==> config.mk <==
export PLATFORM = sky130hd
export DESIGN_NAME = code_lock_param_flat
export DESIGN_NICKNAME = d
export VERILOG_FILES = /design/src/rtl/code_lock_param_if.sv /design/src/rtl/code_lock_param.sv /design/src/flat_wrapper.sv
export SDC_FILE = /design/constraint.sdc
export NUM_CORES = 1
export LEC_CHECK = 0
export BUFFER_PORTS_ARGS = -buffer_cell sky130_fd_sc_hd__buf_2
export CAP_MARGIN = 20
export CORE_MARGIN = 5
export CORE_UTILIZATION = 27
export DETAILED_ROUTE_END_ITERATION = 10
export PLACE_DENSITY_LB_ADDON = 0.25
export SYNTH_ARGS = -nofsm -noshare
export SYNTH_HDL_FRONTEND = slang
export SYNTH_SLANG_ARGS = --single-unit
==> constraint.sdc <==
create_clock -name clk -period 4.06 [get_ports clk]
set_input_delay 0.609 -clock clk [delete_from_list [all_inputs] [get_ports clk]]
set_output_delay 0.609 -clock clk [all_outputs]
set_load 0.02 [all_outputs]
==> src/rtl/code_lock_param_if.sv <==
// rtl/code_lock_param_if.sv - keypad inputs and status outputs of the code lock
interface code_lock_param_if #(
    parameter int DIGIT_W   = 4,
    parameter int CODE_LEN  = 4,
    parameter int MAX_TRIES = 3
);
    localparam int IDX_W = (CODE_LEN > 1) ? $clog2(CODE_LEN) : 1;
    localparam int TRY_W = $clog2(MAX_TRIES + 1);

    logic [DIGIT_W-1:0] digit;
    logic               enter;
    logic               prog;
    logic               locked;
    logic               unlocked;
    logic               error;
    logic               lockout;
    logic               prog_mode;
    logic [2:0]         state;
    logic [IDX_W-1:0]   idx;
    logic [TRY_W-1:0]   tries_left;

    modport master (
        output digit, enter, prog,
        input  locked, unlocked, error, lockout, prog_mode, state, idx, tries_left
    );

    modport slave (
        input  digit, enter, prog,
        output locked, unlocked, error, lockout, prog_mode, state, idx, tries_left
    );
endinterface

==> src/rtl/code_lock_param.sv <==
// rtl/code_lock_param.sv - parametrised code lock with lockout, timed error and programmable code
module code_lock_param #(
    parameter int                          DIGIT_W     = 4,
    parameter int                          CODE_LEN    = 4,
    parameter logic [CODE_LEN*DIGIT_W-1:0] INIT_CODE   = 16'h4321,
    parameter int                          MAX_TRIES   = 3,
    parameter int                          ERR_CYC     = 8,
    parameter int                          LOCKOUT_CYC = 1024
) (
    input logic              clk,
    input logic              rst_n,
    code_lock_param_if.slave bus
);
    localparam int IDX_W   = (CODE_LEN > 1) ? $clog2(CODE_LEN) : 1;
    localparam int TRY_W   = $clog2(MAX_TRIES + 1);
    localparam int CODE_W  = CODE_LEN * DIGIT_W;
    localparam int TMR_MAX = (ERR_CYC > LOCKOUT_CYC) ? ERR_CYC : LOCKOUT_CYC;
    localparam int TMR_W   = (TMR_MAX > 1) ? $clog2(TMR_MAX) : 1;

    localparam logic [IDX_W-1:0] LAST_IDX   = IDX_W'(CODE_LEN - 1);
    localparam logic [TRY_W-1:0] TRIES_MAX  = TRY_W'(MAX_TRIES);
    localparam logic [TRY_W-1:0] TRIES_LAST = TRY_W'(MAX_TRIES - 1);
    localparam logic [TMR_W-1:0] ERR_LOAD   = TMR_W'(ERR_CYC - 1);
    localparam logic [TMR_W-1:0] LOCK_LOAD  = TMR_W'(LOCKOUT_CYC - 1);

    typedef enum logic [2:0] {
        ST_LOCKED   = 3'd0,
        ST_ENTRY    = 3'd1,
        ST_UNLOCKED = 3'd2,
        ST_ERROR    = 3'd3,
        ST_LOCKOUT  = 3'd4,
        ST_PROGRAM  = 3'd5
    } state_t;

    state_t            state, nxt_state;
    logic [IDX_W-1:0]  idx, nxt_idx;
    logic [TRY_W-1:0]  fail, nxt_fail;
    logic [TMR_W-1:0]  tmr, nxt_tmr;
    logic [CODE_W-1:0] code_reg, nxt_code;
    logic [CODE_W-1:0] shadow, nxt_shadow;
    logic              mismatch, nxt_mismatch;
    logic              enter_q;
    logic              ev;
    logic              mm;
    logic              locked_q, unlocked_q, error_q, lockout_q, prog_mode_q;

    assign ev = bus.enter & ~enter_q;
    assign mm = mismatch | (bus.digit != code_reg[int'(idx)*DIGIT_W +: DIGIT_W]);

    always_comb begin
        nxt_state    = state;
        nxt_idx      = idx;
        nxt_fail     = fail;
        nxt_tmr      = tmr;
        nxt_code     = code_reg;
        nxt_shadow   = shadow;
        nxt_mismatch = mismatch;
        case (state)
            ST_LOCKED, ST_ENTRY: begin
                if (ev) begin
                    if (idx != LAST_IDX) begin
                        nxt_idx      = idx + 1'b1;
                        nxt_mismatch = mm;
                        nxt_state    = ST_ENTRY;
                    end else begin
                        // Final digit: the verdict covers the whole sequence at once.
                        nxt_idx      = '0;
                        nxt_mismatch = 1'b0;
                        if (!mm) begin
                            nxt_state = ST_UNLOCKED;
                            nxt_fail  = '0;
                        end else if (fail < TRIES_LAST) begin
                            nxt_fail  = fail + 1'b1;
                            nxt_tmr   = ERR_LOAD;
                            nxt_state = ST_ERROR;
                        end else begin
                            nxt_fail  = TRIES_MAX;
                            nxt_tmr   = LOCK_LOAD;
                            nxt_state = ST_LOCKOUT;
                        end
                    end
                end
            end
            ST_ERROR: begin
                if (tmr == '0) nxt_state = ST_LOCKED;
                else            nxt_tmr   = tmr - 1'b1;
            end
            ST_LOCKOUT: begin
                if (tmr == '0) begin
                    nxt_state = ST_LOCKED;
                    nxt_fail  = '0;
                end else begin
                    nxt_tmr = tmr - 1'b1;
                end
            end
            ST_UNLOCKED: begin
                if (ev) begin
                    nxt_idx   = '0;
                    nxt_state = bus.prog ? ST_PROGRAM : ST_LOCKED;
                end
            end
            ST_PROGRAM: begin
                if (!bus.prog) begin
                    nxt_idx   = '0;
                    nxt_state = ST_UNLOCKED;
                end else if (ev) begin
                    nxt_shadow[int'(idx)*DIGIT_W +: DIGIT_W] = bus.digit;
                    if (idx == LAST_IDX) begin
                        nxt_code  = nxt_shadow;
                        nxt_idx   = '0;
                        nxt_state = ST_LOCKED;
                    end else begin
                        nxt_idx = idx + 1'b1;
                    end
                end
            end
            default: begin
                nxt_state    = ST_LOCKED;
                nxt_idx      = '0;
                nxt_mismatch = 1'b0;
            end
        endcase
    end

    always_ff @(posedge clk or negedge rst_n) begin
        if (!rst_n) begin
            state       <= ST_LOCKED;
            idx         <= '0;
            fail        <= '0;
            tmr         <= '0;
            code_reg    <= INIT_CODE;
            shadow      <= '0;
            mismatch    <= 1'b0;
            enter_q     <= 1'b0;
            locked_q    <= 1'b1;
            unlocked_q  <= 1'b0;
            error_q     <= 1'b0;
            lockout_q   <= 1'b0;
            prog_mode_q <= 1'b0;
        end else begin
            state       <= nxt_state;
            idx         <= nxt_idx;
            fail        <= nxt_fail;
            tmr         <= nxt_tmr;
            code_reg    <= nxt_code;
            shadow      <= nxt_shadow;
            mismatch    <= nxt_mismatch;
            enter_q     <= bus.enter;
            locked_q    <= (nxt_state == ST_LOCKED) || (nxt_state == ST_ENTRY);
            unlocked_q  <= (nxt_state == ST_UNLOCKED);
            error_q     <= (nxt_state == ST_ERROR);
            lockout_q   <= (nxt_state == ST_LOCKOUT);
            prog_mode_q <= (nxt_state == ST_PROGRAM);
        end
    end

    assign bus.locked     = locked_q;
    assign bus.unlocked   = unlocked_q;
    assign bus.error      = error_q;
    assign bus.lockout    = lockout_q;
    assign bus.prog_mode  = prog_mode_q;
    assign bus.state      = 3'(state);
    assign bus.idx        = idx;
    assign bus.tries_left = TRIES_MAX - fail;
endmodule
==> src/flat_wrapper.sv <==
// flat-port wrapper written by rule: the top's interface ports become plain ports
module code_lock_param_flat 
#(
    parameter int                          DIGIT_W     = 4,
    parameter int                          CODE_LEN    = 4,
    parameter logic [CODE_LEN*DIGIT_W-1:0] INIT_CODE   = 16'h4321,
    parameter int                          MAX_TRIES   = 3,
    parameter int                          ERR_CYC     = 8,
    parameter int                          LOCKOUT_CYC = 1024
)
  (clk, rst_n, bus_digit, bus_enter, bus_prog, bus_locked, bus_unlocked, bus_error, bus_lockout, bus_prog_mode, bus_state, bus_idx, bus_tries_left);
  code_lock_param_if #(.DIGIT_W(DIGIT_W), .CODE_LEN(CODE_LEN), .MAX_TRIES(MAX_TRIES)) bus_i ();
  input logic clk;
  input logic rst_n;
  input wire logic [$bits(bus_i.digit)-1:0] bus_digit;
  input wire logic [$bits(bus_i.enter)-1:0] bus_enter;
  input wire logic [$bits(bus_i.prog)-1:0] bus_prog;
  output wire logic [$bits(bus_i.locked)-1:0] bus_locked;
  output wire logic [$bits(bus_i.unlocked)-1:0] bus_unlocked;
  output wire logic [$bits(bus_i.error)-1:0] bus_error;
  output wire logic [$bits(bus_i.lockout)-1:0] bus_lockout;
  output wire logic [$bits(bus_i.prog_mode)-1:0] bus_prog_mode;
  output wire logic [$bits(bus_i.state)-1:0] bus_state;
  output wire logic [$bits(bus_i.idx)-1:0] bus_idx;
  output wire logic [$bits(bus_i.tries_left)-1:0] bus_tries_left;
  assign bus_i.digit = bus_digit;
  assign bus_i.enter = bus_enter;
  assign bus_i.prog = bus_prog;
  assign bus_locked = bus_i.locked;
  assign bus_unlocked = bus_i.unlocked;
  assign bus_error = bus_i.error;
  assign bus_lockout = bus_i.lockout;
  assign bus_prog_mode = bus_i.prog_mode;
  assign bus_state = bus_i.state;
  assign bus_idx = bus_i.idx;
  assign bus_tries_left = bus_i.tries_left;
  code_lock_param #(.DIGIT_W(DIGIT_W), .CODE_LEN(CODE_LEN), .INIT_CODE(INIT_CODE), .MAX_TRIES(MAX_TRIES), .ERR_CYC(ERR_CYC), .LOCKOUT_CYC(LOCKOUT_CYC)) u_core (.clk(clk), .rst_n(rst_n), .bus(bus_i));
endmodule
==> flow_summary.json <==
{
  "drc": 0,
  "hold_class": "in2async",
  "grt_start_max_net_pins": 33,
  "status": "complete, no violations",
  "slew_headroom_pct": 36.6,
  "critPathTopFamily": "simple AND/OR/NAND/NOR gates",
  "grt_use_total_pct": 11.5,
  "netlist_instances": 336,
  "yosys-top-cells-area": "dfrtp_1, a32o_1, dfstp_2",
  "start_kind": "flop",
  "rows": 40,
  "setup_viol": 0,
  "clk_pin_slew_ns": 0.08,
  "cp-end-kind": "flop",
  "fin_util_pct": 30.6,
  "dpl_worst_slack_ns": 1.45,
  "cts_resized": 0,
  "cts-buffers-inserted": 5,
  "yosysUniqueCellTypes": 67,
  "cts_tree": "done",
  "dr.first_iter.drc_count": 111,
  "final_cell_mix": "dfrtp_1, nand2_1, o21ai_0",
  "drv_cap": 0,
  "synth_seq_cells": 56,
  "yosys_most_used_dff": "dfrtp_1",
  "gp_congestion": 0.830,
  "p_per_area_nw_per_um2": 286,
  "path_buf_inv": 1,
  "leakagePower_nw": 1.49,
  "die_area_um2": 14600,
  "fillers": 1289,
  "synth_edf_count": 0,
  "antenna_found_initial": 0,
  "clock.fmax_ghz": 0.378,
  "postSynthAreaPerCell_um2": 9.88,
  "post_cts_buffers": 0,
  "layout_commonest_cell": "dfrtp_1",
  "die_w_um": 121,
  "nNetsFinal": 362,
  "min_period_ns": 2.65,
  "wl_um": 8110,
  "start_util_pct": 27.6,
  "numPortBuffers": 19,
  "grt_pass1_wl_um": 13500,
  "grt_overflow": 0,
  "grt_pass1_vias": 2552,
  "synthArstFlopShare_pct": 100,
  "fin_ws_ns": 1.41,
  "yosysWarnings": 0,
  "rsz0062_at_grt": "false",
  "regToRegSetupSlack_ns": 1.41,
  "period_share_pct": 65.2,
  "fin_tns_setup_ns": 0,
  "yosys.area.top_type": "dfrtp_1",
  "wl_per_cell_um": 16.4,
  "num_io_pins": 20,
  "report.final.hold_viol_count": 0,
  "cts_root_buf": "clkbuf_16",
  "antennaDiodeCount": 0,
  "firstDrtPassIters": 4,
  "cpPeakStageDelay_ns": 0.72,
  "vias_per_cell": 5.35,
  "hold_buffers": 0,
  "clock_sinks": 56,
  "crit_chain": "inv_1 -> ha_1 -> nand2_1 -> nor3_1 -> a21oi_1 -> o21ai_0",
  "num_vias": 2640,
  "worstPathRequired_ns": 4.27,
  "worstSkewPairLatency_ns": 0.30,
  "worst-setup-path-type": "reg2reg",
  "detail-route-antenna-nets": 0,
  "max-vdd-ir-drop_uv": 154,
  "die_h_um": 121,
  "finClkSkew_ns": 0.00807,
  "cts_max_path_buffers": 2,
  "yosysSeqAreaShare_pct": 42.5,
  "maxSlewViolCount": 0,
  "dp_hpwl_um": 5680,
  "slowest_stage": "nor3_1",
  "core_um2": 12000,
  "worst-path-max-fanout": 16,
  "drive_above_1_share_pct": 15.6,
  "area_delta_synth_final_pct": 10.7,
  "arrival_ns": 2.86,
  "syn-cell-area_um2": 3320,
  "worstMarginPinSlew_ns": 0.944,
  "syn_nets": 353,
  "h-tree-depth": 2,
  "synth_top_area_share_pct": 37.7
}
[cell type report]
cell class                 instances  area (um^2)  area share [%]
clock buffer                       5          125            3.41
multi-input combinational        250         1780            48.4
inverter                          11         41.3            1.12
clock inverter                     3         25.0           0.681
tap                              147          184            5.01
timing repair buffer              21          110            3.00
sequential                        56         1410            38.4
[routing by layer]
layer	GRT usage, %	wire (um)	vias up
li1	-	-	1282
met1	16.0	4040	1294
met2	18.0	3700	59
met3	2.42	281	5
met4	3.26	80	0
met5	0	0	-
[logic make-up after synthesis]
family	count (synthesis)	synth area share, %
mux	9	4.11
buf+inv	30	3.96
xor+xnor	3	1.81
compound gates	108	24.1
simple gates	121	20.1
flops	56	42.5
fa+ha+maj	9	3.39
[through the flow]
step                      std cells  total power [W]  hold slack [ns]  cell area (um^2)
after global routing            493          0.00109            0.368              3670
after detailed placement        485         0.000608            0.472              3520
after CTS                       493          0.00107            0.333              3670
after floorplan                 336         0.000586            0.313              3320
after global placement          485         0.000608            0.463              3520
final                           493          0.00105            0.315              3670
[report_power, final]
part            total, W  leakage (nW)  switching, W  internal, W
logic          0.0000366         0.696     0.0000273   0.00000925
clock network   0.000456        0.0708      0.000222     0.000234
registers       0.000558         0.723   0.000000400     0.000558
[Yosys cell counts (all sizes together), types with 3 or more instances]
cell    instances
dfrtp          50
nand2          38
o21ai          29
a21oi          24
nor2b          20
a32o           16
nor2           15
clkbuf         12
inv            11
ha              9
nand3           8
a31oi           7
buf             7
nor3            7
dfstp           6
mux2i           5
nor3b           5
o221ai          4
a221oi          3
and3            3
mux4            3
nand2b          3
nand4           3
or3b            3
xnor2           3
[path summary, 6_finish.rpt]
| kind | startpoint | to | depth (start not counted) |
|---|---|---|---|
| worst min-delay path | rst_n | u_core.mismatch | 1 |
| worst max-delay path | u_core.bus.idx[0] | u_core.code_reg[6] | 6 |
| worst max register to register | u_core.bus.idx[0] | u_core.code_reg[6] | 6 |
| worst min register to register | u_core.code_reg[5] | u_core.code_reg[5] | 2 |
| min in group clk | bus_enter | u_core.enter_q | 1 |
| max in group asynchronous | rst_n | u_core.code_reg[0] | 2 |
[worst register-to-register path: cells and delay by family (launching register included)]
family	cells	cell delay, ns
AO/OA/AOI/OAI	2	0.37
adder cells (fa/ha/maj)	1	0.45
buffers and inverters	1	0.24
flip-flops	1	0.71
AND/OR/NAND/NOR	2	0.79
Note: power is estimated with default switching activity, not from simulation.
